**src/rtl/pdm_pkg.sv**
```systemverilog
// Shared definitions for the PDM modulator/demodulator pair.
// - state_t  : demodulator FSM states (IDLE / SETTLE / RUN)
// - win_len  : decimation window length, 2^sample_bits - 1 bits. The modulator
//              and the demodulator both use it, so a loopback decodes exactly.
// - rise_pos / fall_pos : divider counts at which pdm_clk strobes fire
package pdm_pkg;

  typedef enum logic [1:0] {
    ST_IDLE   = 2'd0,
    ST_SETTLE = 2'd1,
    ST_RUN    = 2'd2
  } state_t;

  function automatic int unsigned win_len(input int unsigned sample_bits);
    return (32'd1 << sample_bits) - 32'd1;
  endfunction

  function automatic int unsigned rise_pos(input int unsigned clk_div);
    return clk_div / 2 - 1;
  endfunction

  function automatic int unsigned fall_pos(input int unsigned clk_div);
    return clk_div - 1;
  endfunction

endpackage

```
**src/rtl/pdm_clkgen.sv**
```systemverilog
// PDM bit-clock generator.
// Ports:
//   clk, rst_n : system clock, asynchronous active-low reset
//   en         : run enable; low holds the divider at 0 and pdm_clk low
//   pdm_clk    : registered bit clock, CLK_DIV clk cycles per period
//   rise, fall : single-cycle strobes; pdm_clk goes high/low on the edge
//                that samples the corresponding strobe
module pdm_clkgen
  import pdm_pkg::*;
#(
  parameter int unsigned CLK_DIV = 4
) (
  input  logic clk,
  input  logic rst_n,
  input  logic en,
  output logic pdm_clk,
  output logic rise,
  output logic fall
);

  localparam int unsigned DW = (CLK_DIV > 2) ? $clog2(CLK_DIV) : 1;
  localparam logic [DW-1:0] RISE_AT = DW'(rise_pos(CLK_DIV));
  localparam logic [DW-1:0] FALL_AT = DW'(fall_pos(CLK_DIV));

  logic [DW-1:0] div_q;

  assign rise = en && (div_q == RISE_AT);
  assign fall = en && (div_q == FALL_AT);

  always_ff @(posedge clk or negedge rst_n) begin
    if (!rst_n) begin
      div_q   <= '0;
      pdm_clk <= 1'b0;
    end else if (!en) begin
      div_q   <= '0;
      pdm_clk <= 1'b0;
    end else begin
      div_q <= fall ? '0 : div_q + 1'b1;
      if (rise) begin
        pdm_clk <= 1'b1;
      end else if (fall) begin
        pdm_clk <= 1'b0;
      end
    end
  end

endmodule

```
**src/rtl/pdm_demod.sv**
```systemverilog
// PDM demodulator: drives pdm_clk, synchronizes pdm_data, and decimates the
// stream with a boxcar ones-counter over windows of 2^SAMPLE_BITS-1 bits.
// Ports:
//   clk, rst_n    : system clock, asynchronous active-low reset
//   en            : enable; low stops pdm_clk and clears the decimator
//   pdm_data      : asynchronous PDM input bit
//   edge_sel      : (PDM_DEMOD_EDGE_SEL_EN only) 0 = capture on pdm_clk rise,
//                   1 = capture on fall; sampled only while idle
//   pdm_clk       : registered bit clock to the PDM source
//   sample        : ones count of the last completed window
//   sample_valid  : sample held and valid
//   sample_ready  : consumer accepts when sample_valid && sample_ready
//   overrun       : one-cycle pulse, a window overwrote an unconsumed sample
//   busy          : high in SETTLE or RUN
// Build option: define PDM_DEMOD_EDGE_SEL_EN to add the edge_sel port.
module pdm_demod
  import pdm_pkg::*;
#(
  parameter int unsigned SAMPLE_BITS    = 8,
  parameter int unsigned CLK_DIV        = 4,
  parameter int unsigned SETTLE_WINDOWS = 1
) (
  input  logic                   clk,
  input  logic                   rst_n,
  input  logic                   en,
  input  logic                   pdm_data,
`ifdef PDM_DEMOD_EDGE_SEL_EN
  input  logic                   edge_sel,
`endif
  output logic                   pdm_clk,
  output logic [SAMPLE_BITS-1:0] sample,
  output logic                   sample_valid,
  input  logic                   sample_ready,
  output logic                   overrun,
  output logic                   busy
);

  localparam int unsigned W = win_len(SAMPLE_BITS);
  localparam logic [SAMPLE_BITS-1:0] LAST_BIT = SAMPLE_BITS'(W - 1);
  localparam int unsigned SCW = (SETTLE_WINDOWS > 1) ? $clog2(SETTLE_WINDOWS) : 1;
  localparam logic [SCW-1:0] LAST_SETTLE =
    SCW'((SETTLE_WINDOWS > 0) ? SETTLE_WINDOWS - 1 : 0);

  state_t                 state_q, state_d;
  logic [1:0]             sync_q;
  logic [SAMPLE_BITS-1:0] bit_cnt_q;
  logic [SAMPLE_BITS-1:0] ones_q;
  logic [SCW-1:0]         settle_q;
  logic                   rise, fall, use_fall, strobe;
  logic                   capture, win_end, load, handshake;
  logic [SAMPLE_BITS-1:0] win_ones;

  pdm_clkgen #(
    .CLK_DIV(CLK_DIV)
  ) u_clkgen (
    .clk    (clk),
    .rst_n  (rst_n),
    .en     (en),
    .pdm_clk(pdm_clk),
    .rise   (rise),
    .fall   (fall)
  );

`ifdef PDM_DEMOD_EDGE_SEL_EN
  logic sel_q;

  // Channel select is frozen for the whole enabled run.
  always_ff @(posedge clk or negedge rst_n) begin
    if (!rst_n) begin
      sel_q <= 1'b0;
    end else if (state_q == ST_IDLE) begin
      sel_q <= edge_sel;
    end
  end

  assign use_fall = sel_q;
`else
  assign use_fall = 1'b0;
`endif

  assign strobe    = use_fall ? fall : rise;
  assign capture   = strobe && (state_q != ST_IDLE);
  assign win_end   = capture && (bit_cnt_q == LAST_BIT);
  // Count including the bit captured on this strobe; max W fits in SAMPLE_BITS.
  assign win_ones  = ones_q + {{(SAMPLE_BITS-1){1'b0}}, sync_q[1]};
  assign handshake = sample_valid && sample_ready;
  assign busy      = (state_q != ST_IDLE);

  always_comb begin
    state_d = state_q;
    load    = 1'b0;
    unique case (state_q)
      ST_IDLE:   if (en) state_d = (SETTLE_WINDOWS > 0) ? ST_SETTLE : ST_RUN;
      ST_SETTLE: if (win_end && (settle_q == LAST_SETTLE)) state_d = ST_RUN;
      ST_RUN:    load = win_end;
      default:   state_d = ST_IDLE;
    endcase
    if (!en) state_d = ST_IDLE;
  end

  always_ff @(posedge clk or negedge rst_n) begin
    if (!rst_n) begin
      state_q      <= ST_IDLE;
      sync_q       <= '0;
      bit_cnt_q    <= '0;
      ones_q       <= '0;
      settle_q     <= '0;
      sample       <= '0;
      sample_valid <= 1'b0;
      overrun      <= 1'b0;
    end else begin
      state_q <= state_d;
      sync_q  <= {sync_q[0], pdm_data};

      // Partial windows are dropped whenever the decimator leaves or sits in IDLE.
      if (!en || (state_q == ST_IDLE)) begin
        bit_cnt_q <= '0;
        ones_q    <= '0;
        settle_q  <= '0;
      end else if (capture) begin
        if (win_end) begin
          bit_cnt_q <= '0;
          ones_q    <= '0;
          if (state_q == ST_SETTLE) begin
            settle_q <= (settle_q == LAST_SETTLE) ? '0 : settle_q + 1'b1;
          end
        end else begin
          bit_cnt_q <= bit_cnt_q + 1'b1;
          ones_q    <= win_ones;
        end
      end

      overrun <= load && sample_valid && !handshake;
      if (load) begin
        sample       <= win_ones;
        sample_valid <= 1'b1;
      end else if (handshake) begin
        sample_valid <= 1'b0;
      end
    end
  end

endmodule
```
**config.mk**
```make
export PLATFORM = sky130hd
export DESIGN_NAME = pdm_demod
export DESIGN_NICKNAME = d
export VERILOG_FILES = /design/src/rtl/pdm_pkg.sv /design/src/rtl/pdm_clkgen.sv /design/src/rtl/pdm_demod.sv
export SDC_FILE = /design/constraint.sdc
export NUM_CORES = 1
export LEC_CHECK = 0
export CAP_MARGIN = 25
export CORE_ASPECT_RATIO = 1.1
export CORE_MARGIN = 2
export CORE_UTILIZATION = 24
export CTS_BUF_LIST = sky130_fd_sc_hd__clkbuf_8
export DETAILED_ROUTE_END_ITERATION = 12
export PLACE_DENSITY = 0.51
export SYNTH_ARGS = -nofsm -noshare
export SYNTH_HDL_FRONTEND = slang
export SYNTH_SLANG_ARGS = --single-unit
```
**constraint.sdc**
```tcl
create_clock -name clk -period 2.49 [get_ports clk]
set_input_delay 0.498 -clock clk [delete_from_list [all_inputs] [get_ports clk]]
set_output_delay 0.498 -clock clk [all_outputs]
set_load 0.02 [all_outputs]
```
==> results.md <==
* Tot Pwr at 1.154 mW
* Site Rows at 31
* R2R Setup Slk at 0.61 ns
* Hold crit path type: reg2reg
* Initial antenna violation count at 0
* Critical path's top delay family: buffers and inverters
* Status: finished, final reports clean
* Class of the most critical setup path: reg2out
* RSZ-0062 raised after global routing: false
* Sequential share of the synthesized area at 0.5061
* Layout cell share with drive strength beyond 1 at 0.1446
* Antenna-violating nets left at 0
* Hold Violations, Final at 0
* DP Cell Count at 240
* Ant. Diodes at 0
* Slew HR at 0.7077
* Final Util at 0.2994
* Drt pass-1 iters at 4
* Slew Viols, Final at 0
* Full die area at 0.007475 mm²
* FF-to-FF path depth at 5
* Layout net count at 176
* Cts repair resizes at 0
* Fin area at 0.001974 mm²
* DR vias/cell at 4.520
* GRT Total Usage at 0.08923
* Final std cells w/o fill at 248
* Setup Fix Bufs, Post-CTS at 0
* Worst r2r dst: sample[6]$_DFFE_PN0P_
* Ports at 17
* Slew @ Worst Pin at 0.4355 ns
* Via count at 1121
* Final period util at 0.8179
* Largest stage delay, worst path at 0.54 ns
* Asr flop ratio synth at 1.000
* CP bufs+invs at 1
* Clock root cell: clkbuf_8
* Pre-CTS setup slack at 0.3469 ns
* Starting DRC count in detailed routing at 74
* Unique masters post-synth at 37
* Pwr Density at 584.6 mW/mm²
* CP startpoint kind: flip-flop
* TritonCTS clock tree: built
* H-tree depth at 2
* Placer Congestion at 0.6764
* Syn_area_per_cell at 10.95 µm²
* Reg-to-reg startpoint: u_clkgen.div_q[1]$_DFF_PN0_
* Drt wl/cell at 11.78 µm
* Worst-skew pair later-pin latency at 0.29 ns
* Dpl hpwl at 1.960 mm
* Clk pin slew, worst setup/hold paths at 0.06 ns
* Clock tree buffer depth at 2
* Hold_sp: sync_q[0]$_DFF_PN0_
* Crit path required time at 1.99 ns
* Clock skew at 0.008353 ns
* Pin count of the biggest net entering global routing at 34
* Worst Hold Slack at 0.3470 ns
* Clock Sink Count at 33
* Primary FF master, synth: dfrtp_1
* Final setup violation count at 0
* Setup TNS Final at 0 ns
* Area growth, synth to finish at 21.01%
* Vias in the first global route at 1068
* First-pass GRT wire length at 5.147 mm
* Leakage power at 0.9182 nW
* CP max FO at 6
* Hold path endpoint: sync_q[1]$_DFF_PN0_
* Synthesized instance count at 149
* Max Freq at 0.4910 GHz
* Mapped Area at 0.001632 mm²
* Crit end category: output port
* Max-Cap Viols at 0
* # port buffers at 16
* Synth Warn # at 0
* WHS Path Cells at 0
* Crit path cell chain: or2_2 > clkdlybuf4s50_1
* Dpl cell area at 0.001858 mm²
* Worst setup margin at 0.4535 ns
* Routed WL at 2.922 mm
* #FFs+latches synth at 33
* Arr. time, crit path at 1.54 ns
* Post-synth net total at 160
* EDFF count, synth at 0
* Die Wd at 82.62 µm
* Fin crit period at 2.037 ns
* GR Overflow Total at 0
* Cts hold-fix bufs at 0
* DRC errors left at 0
* Core Area at 0.006594 mm²
* Worst vdd ir at 321.0 µV
* DIE HEIGHT at 90.48 µm
* CP max stage cell: clkdlybuf4s50_1
* Num CTS Buffers at 5
* Initial cell density of the core at 0.2474
[worst max path at each step]
stage                                   from                    end  cells past startpoint
CTS                   state_q[1]$_DFFE_PN0P_                   busy                      2
global route          state_q[1]$_DFFE_PN0P_                   busy                      2
global placement                          en  sample[4]$_DFFE_PN0P_                      4
detailed placement                        en  sample[6]$_DFFE_PN0P_                      4
floorplan           bit_cnt_q[0]$_DFFE_PN0P_  sample[0]$_DFFE_PN0P_                      7
finish                state_q[1]$_DFFE_PN0P_                   busy                      2
[power breakdown]
group	internal [mW]	switching (mW)	total (mW)
Combinational	0.0291	0.0445	0.0736
Sequential	0.548	0.0106	0.558
Clock	0.322	0.200	0.522
Total	0.899	0.255	1.15
[worst register-to-register path, stage by stage, from the launching register on]
cell and delay (ns):
dfrtp_1 0.38, inv_1 0.06, ha_1 0.34, o211ai_1 0.19
or3_4 0.47, mux2_4 0.34
[cell usage after synthesis, types with 2 or more instances]
master / instances / area, µm²
dfrtp_1: 33 / 825.8
nand2_1: 11 / 41.29
nor2_1: 11 / 41.29
a31oi_1: 10 / 62.56
mux2_4: 8 / 120.1
xor2_1: 8 / 70.07
a21oi_1: 7 / 35.03
ha_1: 6 / 75.07
o21ai_0: 6 / 30.03
nand2b_1: 5 / 31.28
clkbuf_1: 4 / 15.01
inv_1: 3 / 11.26
nand3_1: 3 / 15.01
o211ai_1: 3 / 22.52
xnor2_1: 3 / 26.28
and2_1: 2 / 12.51
and3_2: 2 / 15.01
buf_2: 2 / 10.01
buf_6: 2 / 22.52
nand4_1: 2 / 12.51
or2_2: 2 / 12.51
[final cells by class]
| cell class | instances | area, µm² |
|---|---|---|
| clock buffers | 6 | 82.58 |
| clock inverters | 2 | 33.78 |
| fillers | 682 | 4619 |
| inverters | 3 | 11.26 |
| multi-input cells | 104 | 743.2 |
| flip-flops and latches | 33 | 825.8 |
| well taps | 82 | 102.6 |
| repair buffers | 18 | 175.2 |
[state kept, by name (all words and copies together), names as in the netlist]
name / flops
u_clkgen.pdm_clk: 1
sync_q: 2
overrun: 1
sample_valid: 1
state_q: 2
ones_q: 8
bit_cnt_q: 8
sample: 8
u_clkgen.div_q: 2
[layout by cell type, fill, tap and decap left out, types with 7 or more instances in the layout]
| cell | instances |
|---|---|
| mux2_4 | 8 |
| a21oi_1 | 7 |
| nand2_1 | 11 |
| dfrtp_1 | 33 |
| xor2_1 | 8 |
| clkdlybuf4s50_1 | 16 |
| a31oi_1 | 10 |
| nor2_1 | 11 |
[metal layers]
metal	vias up	share of wire	global-route usage
met3	7	0.043	0.03000
met5	-	0	0
met2	23	0.46	0.1277
li1	549	-	-
met1	542	0.47	0.1202
met4	0	0.022	0.04098
[cells by family after synthesis]
| group | Yosys count | share of synthesized area |
|---|---|---|
| and+or+nand+nor | 46 | 0.1511 |
| xor gates and xnor gates | 11 | 0.05905 |
| buffers and inverters | 12 | 0.03834 |
| adders and majority gates | 6 | 0.04601 |
| muxes | 8 | 0.07362 |
| AOI/OAI and AO/OA | 33 | 0.1258 |
| DFF | 33 | 0.5061 |
Power figures use the tool's default switching activity.
